--- config.mk ---
export PLATFORM = sky130hd
export DESIGN_NAME = sync_mod_counter
export DESIGN_NICKNAME = d
export VERILOG_FILES = /design/src/rtl/sync_mod_counter.sv
export SDC_FILE = /design/constraint.sdc
export NUM_CORES = 1
export LEC_CHECK = 0
export ABC_AREA = 1
export CAP_MARGIN = 20
export CELL_PAD_IN_SITES_DETAIL_PLACEMENT = 1
export CELL_PAD_IN_SITES_GLOBAL_PLACEMENT = 2
export CORE_AREA = 4 4 41 43
export DETAILED_ROUTE_END_ITERATION = 6
export DIE_AREA = 0 0 45 47
export DONT_BUFFER_PORTS = 1
export GPL_ROUTABILITY_DRIVEN = 0
export PLACE_DENSITY_LB_ADDON = 0.1
export SYNTH_ARGS = -nofsm -noshare
export SYNTH_HDL_FRONTEND = slang
export SYNTH_SLANG_ARGS = --single-unit
export TNS_END_PERCENT = 20
--- constraint.sdc ---
create_clock -name clk -period 3 [get_ports clk]
set_input_delay 0.6 -clock clk [delete_from_list [all_inputs] [get_ports clk]]
set_output_delay 0.6 -clock clk [all_outputs]
set_load 0.01 [all_outputs]
--- src/rtl/sync_mod_counter.sv ---
// sync_mod_counter: WIDTH-bit modulus counter with clear/load/enp/ent, ripple carry and wrap pulse; COUNTER_UPDOWN_EN adds down counting
module sync_mod_counter #(
  parameter int WIDTH = 4,
  parameter longint MODULUS = 16,
  parameter longint RESET_VAL = 0
) (
  input  logic             clk,
  input  logic             rst,
  input  logic             clr,
  input  logic             ld,
  input  logic [WIDTH-1:0] d,
  input  logic             enp,
  input  logic             ent,
  input  logic             up_dn,
  output logic [WIDTH-1:0] q,
  output logic             rco,
  output logic             wrap
);
  localparam logic [WIDTH:0]   last_x = (WIDTH+1)'(MODULUS - 1);
  localparam logic [WIDTH-1:0] last_q = WIDTH'(MODULUS - 1);
  localparam logic [WIDTH-1:0] rst_q  = WIDTH'(RESET_VAL);
  logic [WIDTH-1:0] step;
  logic at_last, step_wrap;
  // one extra bit so MODULUS = 2^WIDTH compares without overflow
  assign at_last = {1'b0, q} >= last_x;
`ifdef COUNTER_UPDOWN_EN
  assign step_wrap = up_dn ? at_last : (q == '0);
  assign step      = up_dn ? (at_last ? '0 : q + 1'b1) : (q == '0 ? last_q : q - 1'b1);
  assign rco       = ent & (up_dn ? ({1'b0, q} == last_x) : (q == '0));
`else
  logic unused_up_dn;
  assign unused_up_dn = up_dn;
  assign step_wrap    = at_last;
  assign step         = at_last ? '0 : q + 1'b1;
  assign rco          = ent & ({1'b0, q} == last_x);
`endif
  always_ff @(posedge clk) begin
    if (rst) begin
      q    <= rst_q;
      wrap <= 1'b0;
    end else if (clr) begin
      q    <= '0;
      wrap <= 1'b0;
    end else if (ld) begin
      q    <= d;
      wrap <= 1'b0;
    end else if (enp & ent) begin
      q    <= step;
      wrap <= step_wrap;
    end else begin
      wrap <= 1'b0;
    end
  end
endmodule

==> results of run 1 <==
[sequential cells by signal (all words and copies together) (netlist names)]
signal,cells
wrap,1
q,4
[where the power goes]
group	internal (mW)	switching, mW	total [mW]	leakage [nW]
combinational	0.00599	0.00894	0.0149	0.0972
clock	0.0502	0.0260	0.0762	0.0150
sequential	0.0686	0.00355	0.0722	0.0406
total	0.125	0.0385	0.163	0.153
[metal layers]
metal | vias up | GRT usage, % | part of all wire, %
met5 | - | 0 | 0
met4 | 0 | 1.75 | 0
met3 | 0 | 6.13 | 9.8
met2 | 12 | 15.0 | 52
met1 | 141 | 8.18 | 38
li1 | 154 | - | -
[logic make-up after synthesis]
logic type | count (synthesis)
flip-flops | 5
buffers and inverters | 8
AND/OR/NAND/NOR | 26
AO/OA/AOI/OAI | 6
adder cells (fa/ha/maj) | 1
[cell usage in the layout (no fill, tap or decap), drive strengths merged]
cell type / instances
nor3: 1
nand2: 14
or2: 2
nand3: 3
ha: 1
a21oi: 4
inv: 8
dfxtp: 5
nand3b: 1
o21ai: 2
nor2: 4
nand4: 1
clkbuf: 4
[final timing paths]
check	from	endpoint	slack [ns]
min	enp	wrap	0.54
max	q[0]	rco	1.02
max reg2reg	q[0]	q[0]	1.76
min reg2reg	q[1]	q[1]	0.58
[metrics by stage]
stage	total power [mW]	cell area, um2	hold WS, ns	worst slack [ns]
after floorplan	0.0851	308	0.521	1.40
after global placement	0.0889	327	0.580	1.28
after detailed placement	0.0890	327	0.587	1.24
after CTS	0.170	353	0.533	0.969
after global routing	0.175	353	0.548	0.851
final	0.163	353	0.540	1.02
[cell usage after synthesis]
| master | instances | area share [%] |
|---|---|---|
| a21oi_1 | 3 | 4.9 |
| a21oi_2 | 1 | 2.8 |
| dfxtp_1 | 5 | 33 |
| ha_1 | 1 | 4.1 |
| inv_1 | 7 | 8.5 |
| inv_2 | 1 | 1.2 |
| nand2_1 | 13 | 16 |
| nand2_2 | 1 | 2.0 |
| nand3_1 | 1 | 1.6 |
| nand3_2 | 2 | 6.5 |
| nand3b_1 | 1 | 2.4 |
| nand4_1 | 1 | 2.0 |
| nor2_1 | 2 | 2.4 |
| nor2_2 | 2 | 4.1 |
| nor3_1 | 1 | 1.6 |
| o21ai_0 | 2 | 3.3 |
| or2_2 | 2 | 4.1 |
[cell type report]
cell class / count / area [um2]
Multi-Input combinational cell: 33 / 178
Inverter: 8 / 30.0
Fill cell: 173 / 948
Clock buffer: 4 / 26.3
Tap cell: 15 / 18.8
Sequential cell: 5 / 100
==> results.md, run 1 <==
- The total routing resource utilization after global routing is 8.53%.
- In the routed layout, each cell is associated on average with a via count of 4.72.
- The post-route antenna net violation count is 0.
- The critical path runs through a total of 5 cells.
- The remaining global-route overflow is 0.
- In this design, the stage delay of the slowest critical-path cell is 0.45 ns.
- After routing, the total negative slack on setup checks comes to 0 ns.
- The worst setup path is launched from a flip-flop.
- The hold violation total from the final report is 0.
- The total setup buffers inserted after CTS is 0.
- The parity-gate share of the synthesized area counting xor and xnor cells is 0%.
- The final-report max-slew violation count is 0.
- In the final layout, the share of cells above drive strength 1 is 24.0%.
- The count of standard-cell rows is 13.
- The highest clock rate is 0.505 GHz.
- The total power divided by cell area is 463 mW/mm2.
- The number of design rule violations left after detail routing is 0.
- In this run the worst path has a maximum fanout of 5.
- Dividing the final minimum period by the clock period gives 66.0%.
- The kind of cell adding the most delay to the critical path is flip-flops.
- The netlist area before placement is 308 um2.
- The clock-pin slew of the registers on the worst-case setup and hold paths is 0.04 ns.
- The post-cts hold buffer count is 0.
- The average instance in the mapped netlist occupies 6.69 um2.
- The initial utilization of the core area, before any placement, comes to 23.7%.
- Input and output buffers added on the ports amount to 0.
- The worst pin sits at a relative slew slack of 80.5%.
- The critical path endpoint category is an output pin.
- Once placement completed, the tool counted placed cells totaling 61.
- After Yosys synthesis, and, or, nand and nor cells account for 42.7% of the synthesized area.
- The synthesized instance count is 46.
- The number of top-level pins is 17.
- The arithmetic-cell share of the synthesized area counting full adders, half adders and majority gates is 4.07%.
- The number of antenna diodes in the final layout is 0.
- In this run the number of H-tree levels came out at 1.
- The dominant combinational cell family by area after synthesis is simple AND/OR/NAND/NOR gates.
- The number of nets handed over by synthesis was 58.
- For this design the static power due to leakage is 0.153 nW.
- The largest net degree at the start of global routing is 7.
- The total clock sinks is 5.
- Yosys printed 0 warnings.
- The number of cells on the worst reg-to-reg path is 6.
- The synthesized netlist devotes 11.0% of its cell area to compound gates.
- The critical path goes through ha_1 -> nand2_1 -> nor2_2 -> inv_1 -> nor2_1.
- The first routing iteration left 0 violations.
- The mux cell area share after synthesis is 0%.
- TritonCTS built the clock tree.
- The synthesis-stage register bit count is 5.
- In this run the deepest clock path goes through 2 buffers.
- In this run the clock root is driven by a clkbuf_4.
- In this run the vertical extent of the chip is 47 um.
- The slew at the pin with the worst max-slew slack is 0.292 ns.
- Data arrives at the worst endpoint at 1.38 ns.
- The time the final worst path needs with I/O delays and setup is 1.98 ns.
- Gates resized during post-CTS repair numbered 0.
- In this run the worst hold path is classified as input pin to flip-flop.
- The category of the most critical setup path is flip-flop to output pin.
- The number of buffers created by CTS is 3.
- The post-DP HPWL is 674 um.
- The flow ran to the end, and the final reports show no timing, DRC or antenna violations.
- The core region area is 0.00130 mm2.
- Dividing the detail-routed wire length by the instance count gives 11.8 um.
- The number of iterations in the first detailed-routing pass is 1.
- IR analysis of the VDD net gives a maximum drop of 0.000190 V.
- The count of endpoints failing setup in the final report is 0.
- Counting both buffers and inverters, the worst setup path holds a total of 1.
- The number of global-route vias before repair is 322.
- The die is 45 um wide.
- The number of cells traversed by the worst hold path is 2.
- The worst-case clock skew is 0.000319 ns.
- The floorplan die area is 0.00212 mm2.
- Setup repair after global routing left no endpoint under its margin.
- The routed layout has 307 vias.
- Synthesis instantiated 17 different standard cells from the library.
- The first global-routing pass estimated 1.29 mm of wire.
- The net count of the finished layout is 63.
- The critical-path cell with the highest stage delay is dfxtp_1.
- STA puts the critical path data required time at 2.40 ns.
- The final wirelength is 768 um.
- The number of antenna violations at the first check in global routing is 0.
- After synthesis, flip-flops and latches occupy 32.5% of the total area.
- Measured on the finished design, the core utilization comes to 27.1%.
- The tool flagged a number of max-cap violations equal to 0.
- The final cell count without fillers is 65.
- The clock network latency to the later pin of the worst-skew pair is 0.24 ns.
- The layout overhead on the synthesized area is 14.6%.
No activity file was read; power rests on OpenSTA's default activity.
==> run 2, diff against run 1 <==
Settings changed: CORE_AREA 4 4 41 43 to default, CORE_MARGIN from default to 4, CORE_UTILIZATION from default to 23, DIE_AREA 0 0 45 47 to default.
Clock period 3 ns to 1.7 ns, I/O delays scaled along.
==> results.md, run 2 (synthesis gave the netlist of run 1 again) <==
- The run finished with clean final reports.
- The detailed router placed 305 vias in this run.
- The tightest min-delay check is of the input pin to flip-flop type.
- The number of clock buffers added by TritonCTS is 3.
- The cell-internal power is 0.223 mW.
- The register with the most flip-flops in the layout has 4 of them.
- The post-placement worst setup slack is 0.354 ns.
- The core region is 0.00119 mm2.
- The aggregate negative setup slack is 0 ns.
- Derived from the worst setup path, the maximum achievable clock frequency is 0.652 GHz.
- The number of top-level pins is 17.
- Setup repair after global routing left no endpoint under its margin.
- The largest net degree at the start of global routing is 7.
- For this design, the slowest cell found on the critical path is dfxtp_1.
- The number of gates resized after cts is 0.
- Cells with a size suffix above 1 make up 28.8% of the layout.
- The final wirelength is 827 um.
- The net count of the finished layout is 65.
- The number of global-route vias before repair came to 339.
- The per-cell via count in the routed design is 4.62.
- The critical path goes through ha_1 -> nand2_1 -> nor2_2 -> inv_1 -> nor2_1.
- The buffer cell driving the clock tree root is clkbuf_4.
- Counting I/O delays and the setup requirement, the final critical path takes 1.53 ns.
- The floorplan die area is 0.00199 mm2.
- The worst-case clock skew is 0.000278 ns.
- The overall die height is 44.6 um.
- The worst setup path is launched from a flip-flop.
- For this run, design rule violations remaining after detail routing come to 0.
- For this block, the initial DRC count from the detailed router was 4.
- The met3 usage is 6.50%.
- Of the total power, the clock network draws 46.6%.
- The number of antenna violations at the first check in global routing is 0.
- The worst setup path is captured at an output pin.
- q holds more flip-flops than any other register.
- Once layout is complete, the cells apart from fillers number 66.
- The worst path meets setup with 0.166 ns of slack.
- The clock network latency to the later pin of the worst-skew pair is 0.24 ns.
- After floorplanning, the core was divided into 12 placement rows.
- In this run the tightest slew margin relative to its limit is 85.6%.
- The hold violation total from the final report is 0.
- The number of antenna diodes in the final layout is 0.
- In this design, the stage delay of the slowest critical-path cell is 0.33 ns.
- The category of the most critical setup path is flip-flop to output pin.
- The number of max-capacitance violations reported is 0.
- The library cell used most frequently in the layout, excluding fill and tap cells, is nand2_1.
- The critical path startpoint is q[0].
- The switching share of power is 24.2%.
- The post-cts hold buffer count is 0.
- The final-report max-slew violation count came to 0.
- The count of endpoints failing setup in the final report is 0.
- The share of total power dissipated in sequential elements is 42.6%.
- In this run, placement finished with an instance count of 62.
- Along the worst path, the maximum fanout reaches 2.
- Once the clock tree was built, the setup fixing pass inserted 0 buffers.
- The floorplan step set the die width to 44.6 um.
- The remaining global-route overflow is 0.
- The share of total power dissipated in combinational logic is 10.8%.
- The clock-pin slew of the registers on the worst-case setup and hold paths is 0.04 ns.
- TritonCTS built the clock tree.
- The total power divided by cell area is 798 mW/mm2.
- In this run the critical register-to-register path is launched from q[0].
- The first detailed-routing pass ran for 2 iterations.
- Global routing used 8.89% of the available met1 tracks.
- The leakage power total is 0.164 nW.
- The slew at the pin with the worst max-slew slack is 0.214 ns.
- The met2 capacity usage during global routing is 17.5%.
- The startpoint identified for the worst hold timing path is enp.
- In the layout the commonest cells are 13 x nand2_1, 7 x inv_1, 4 x dfxtp_1.
- Relative to the synthesized area, the layout overhead comes to 19.5%.
- At the worst endpoint, the arrival time is 1.19 ns.
- The data required time at the worst endpoint is 1.36 ns.
- The maximum clock path buffer count is 2.
- After detailed placement, the total cell area comes to 340 um2.
- Across all hold checks on the routed design, the worst slack comes to 0.277 ns.
- Summed over all nets, the switching power comes to 0.0710 mW.
- IR analysis of the VDD net gives a maximum drop of 0.000283 V.
- The count of buffers added on input and output ports is 0.
- The first global-routing pass estimated 1.35 mm of wire.
- The initial core utilization is 25.9%.
- Dividing the detail-routed wire length by the instance count gives 12.5 um.
- The fill cell total of the finished layout is 167.
- Dividing the final minimum period by the clock period gives 90.2%.
- The post-DP HPWL is 703 um.
- With fillers left out, the area of the finished cells amounts to 368 um2.
- In this run the number of H-tree levels came out at 1.
- In this run the remaining antenna-violating nets after routing total 0.
- The largest registers in the layout are q: 4 flops, wrap: 1 flops.
- The total routing resource utilization after global routing is 9.90%.
- Clock tree synthesis found a total of 5 sinks.
- The layer flagged by global routing as most heavily used is met2.
[run 2: cell types whose count changed in the layout (fill, tap and decap cells not counted), sizes merged]
cell / delta
buf: +2
[run 2: layout make-up]
class	instances	area, um2	share of cell area (%)
Inverter	8	30.0	8.16
Timing Repair Buffer	2	15.0	4.08
Tap cell	14	17.5	4.76
Sequential cell	5	101	27.6
Multi-Input combinational cell	33	178	48.3
Clock buffer	4	26.3	7.14
[run 2: power groups by stage]
stage               Clock, mW  Combinational (mW)  Sequential, mW
CTS                     0.144              0.0329           0.125
finish                  0.137              0.0317           0.125
detailed placement          0              0.0327           0.127
global route            0.152              0.0372           0.125
global placement            0              0.0321           0.127
floorplan                   0              0.0223           0.128
[run 2: path summary, 6_finish.rpt]
kind,slack (ns),cells after the start,endpoint
max,0.17,5,rco
min,0.28,2,wrap
max reg2reg,0.64,6,q[0]
min reg2reg,0.63,4,q[2]
[run 2: worst max-delay path: cells and delay by family (launching register included)]
kind          cells  cell delay (ns)
fa+ha+maj         1             0.16
simple gates      3             0.39
buf+inv           1             0.07
flops             1             0.33
[run 2: metrics by stage]
step           power [mW]  util, %
6_report            0.294     31.0
5_1_grt             0.314     31.0
4_1_cts             0.302     30.9
3_5_place_dp        0.160     28.7
3_3_place_gp        0.159     28.7
2_1_floorplan       0.150        -
[run 2: routing by layer]
metal | part of all wire (%) | up-vias
met5 | 0 | -
met4 | 0 | 0
met3 | 7.6 | 0
met2 | 52 | 13
met1 | 40 | 137
li1 | - | 155
==> run 3, diff against run 2 <==
Settings changed: ABC_AREA 1 to default, CORE_AREA from default to 4 4 41 43, CORE_MARGIN 4 to default, CORE_UTILIZATION 23 to default, DIE_AREA from default to 0 0 45 47, PLACE_DENSITY_LB_ADDON 0.1 to 0.05.
==> results.md, run 3 <==
- The number of iterations in the first detailed-routing pass is 1.
- The count of standard-cell rows is 13.
- The fill cell total of the finished layout is 169.
- The detail-routed net length per standard cell is 14.6 um.
- The final wirelength is 745 um.
- The number of synthesized flops with an enable pin is 0.
- CTS built an H-tree with a depth of 1.
- The number of diodes is 0.
- In this run the worst path has a maximum fanout of 4.
- The initial core utilization is 21.2%.
- The simple logic cell fraction of the synthesized area is 29.4%.
- The die covers 0.00212 mm2.
- The clock arrives with 0.00496 ns of skew.
- The worst pin sits at a relative slew slack of 83.2%.
- In the synthesized netlist the dominant register cell turns out to be dfxtp_1.
- Dividing the synthesized area by the synthesized cell count gives 8.38 um2.
- The post-synthesis compound-gate area fraction is 17.2%.
- The cell with the most instances after synthesis is dfxtp_1.
- The post-route antenna net violation count is 0.
- Once layout is complete, the utilization of the core stands at 24.6%.
- The synthesis-stage register bit count is 5.
- VDD sags by at most 0.000361 V.
- After Yosys synthesis, full adders, half adders and majority gates account for 4.52% of the synthesized area.
- The number of global-route vias before repair came to 272.
- The die is 47 um tall.
- The mux cell area share after synthesis is 0%.
- The cell accounting for the most synthesized area is dfxtp_1.
- Setup repair after global routing left no endpoint under its margin.
- The highest clock rate is 0.643 GHz.
- In this run the post-CTS setup repair buffer count came out at 0.
- Setup violations remaining at the end of the flow were counted as 0.
- The startpoint type of the worst setup path is a flip-flop.
- The number of gates resized after cts is 0.
- After synthesis, the netlist uses 23 different library cells.
- The net count of the finished layout is 49.
- The number of max-capacitance violations reported is 0.
- Leaving out fill and tap cells, the most frequent cells in the layout are 4 x dfxtp_1, 3 x nand3_1, 3 x clkbuf_4.
- The worst min-delay path class is input pin to flip-flop.
- The flow ran to the end, and the final reports show no timing, DRC or antenna violations.
- For the pin with the worst max-slew slack, the measured transition is 0.252 ns.
- For this design the top-level I/O count stands at 17.
- The post-cts hold buffer count is 0.
- For the worst setup path, the data required time is 1.36 ns.
- The number of antenna violations at the first check in global routing was 0.
- The critical path endpoint category is an output pin.
- Clock latency on the worst-skew pair, taken at its later pin, is 0.25 ns.
- In this run the biggest area consumer among cell types represents 36.2% of the synthesized area.
- The via count of the routed design is 254.
- The clock-pin slew of the registers on the worst-case setup and hold paths is 0.04 ns.
- The final-report max-slew violation count is 0.
- The Yosys step of the flow raised 0 warnings.
- The final worst-path cycle share is 91.5%.
- The worst endpoint data arrival time is 1.22 ns.
- The register with the highest flop count is q.
- The synthesized netlist occupies a cell area of 277 um2.
- After routing, the total negative slack on setup checks comes to 0 ns.
- The hold violation total from the final report is 0.
- The number of design rule violations left after detail routing is 0.
- By count the netlist is led by 5 x dfxtp_1, 3 x nand3_1.
- The time the final worst path needs with I/O delays and setup is 1.56 ns.
- Summing the areas of all xor and xnor instances in the mapped netlist gives 6.33% of the synthesized area.
- Summed over all nets, the half-perimeter wirelength after detailed placement is 600 um.
- The largest registers in the layout are q: 4 flops, wrap: 1 flops.
- The leakage power total is 0.128 nW.
- The first-pass GRT wire length is 1.15 mm.
- Compared with the post-synthesis result, the final layout area differs by 15.8%.
- After synthesis, the largest family of logic cells by area is simple AND/OR/NAND/NOR gates.
- The per-cell via count in the routed design is 4.98.
- The buffer cell driving the clock tree root is clkbuf_4.
- For this run, asynchronously set or reset flops after synthesis account for 0%.
- After the first detailed-routing iteration, the DRC count stood at 0.
- The flip-flop count of the largest register, all copies and words added is 4.
- In the post-synthesis netlist, the biggest area contributors are dfxtp_1 36%, nand3_1 5.4%, and3_1 4.5%, ha_1 4.5%, nor2b_1 4.5%.
- The most common library cell in the layout ignoring fill and taps is dfxtp_1.
- The largest net degree at the start of global routing is 11.
- The post-synth net total is 45.
- The total power divided by cell area is 914 mW/mm2.
- The fraction of layout instances using a drive strength above 1 is 13.9%.
- TritonCTS built the clock tree.
- The sequential area share after synthesis is 36.2%.
- Clock tree synthesis found a total of 5 sinks.
- The floorplan step set the die width to 45 um.
- The longest clock path from root to sink contains 2 buffers.
- The category of the most critical setup path is flip-flop to output pin.
- For this run the aggregate overflow at the end of global routing stands at 0.
- In this run the standard cell core region covers 0.00130 mm2.
- Across all hold checks on the routed design, the worst slack comes to 0.174 ns.
- The count of buffers inserted at the top-level ports is 0.
- The total routing resource utilization after global routing is 8.05%.
- Counting every instance in the synthesized netlist gives 33.
- TritonCTS created 3 clock buffers.
[run 3: cell count changes after synthesis, sizes merged, moves of 2 or more]
cell,change
nand2,-13
nor2,-4
inv,-6
and3,+2
a21oi,-2
o21ai,-2
nor2b,+2
[run 3: cell type report]
class | count | area (um2) | share of cell area (%)
multi-input cells | 24 | 159 | 49.6
flip-flops and latches | 5 | 101 | 31.6
clock buffers | 4 | 26.3 | 8.20
inverters | 2 | 7.51 | 2.34
repair buffers | 1 | 7.51 | 2.34
well taps | 15 | 18.8 | 5.86
[run 3: worst paths after layout]
check | slack (ns) | endpoint | cells past startpoint | from
hold / removal | 0.17 | wrap | 1 | ld
hold reg to reg | 0.57 | wrap | 2 | q[3]
setup / recovery | 0.14 | rco | 3 | q[1]
setup reg to reg | 0.24 | q[0] | 4 | q[1]
[run 3: cell families (layout without fill, tap and decap cells)]
group | Yosys count | count (layout)
flip-flops | 5 | 5
AO/OA/AOI/OAI | 7 | 7
adder cells (fa/ha/maj) | 1 | 1
buffers and inverters | 4 | 7
AND/OR/NAND/NOR | 14 | 14
XOR/XNOR | 2 | 2
[run 3: metrics by stage]
stage	std cells	area [um2]	power [mW]	worst slack, ns
after CTS	51	319	0.303	0.0267
after global routing	51	320	0.311	0.0658
after global placement	47	293	0.152	0.211
after detailed placement	47	293	0.152	0.180
final	51	320	0.293	0.144
after floorplan	33	277	0.149	0.288
[run 3: power breakdown]
group	leakage, nW	internal (mW)	switching (mW)
clock network	0.0150	0.0891	0.0541
logic	0.0716	0.0106	0.0110
registers	0.0412	0.122	0.00608
total	0.128	0.222	0.0712
[run 3: metal layers]
metal,track usage [%],routed length (um),vias up,part of all wire (%)
met3,8.43,108,0,14
met1,7.48,283,115,38
met2,12.4,353,13,47
met4,1.75,0,0,0
li1,-,-,126,-
met5,0,0,-,0
[run 3: critical path, cell delays in order, from the launching register on]
cell,delay (ns)
dfxtp_2,0.38
ha_1,0.21
and3_1,0.20
and2_1,0.19
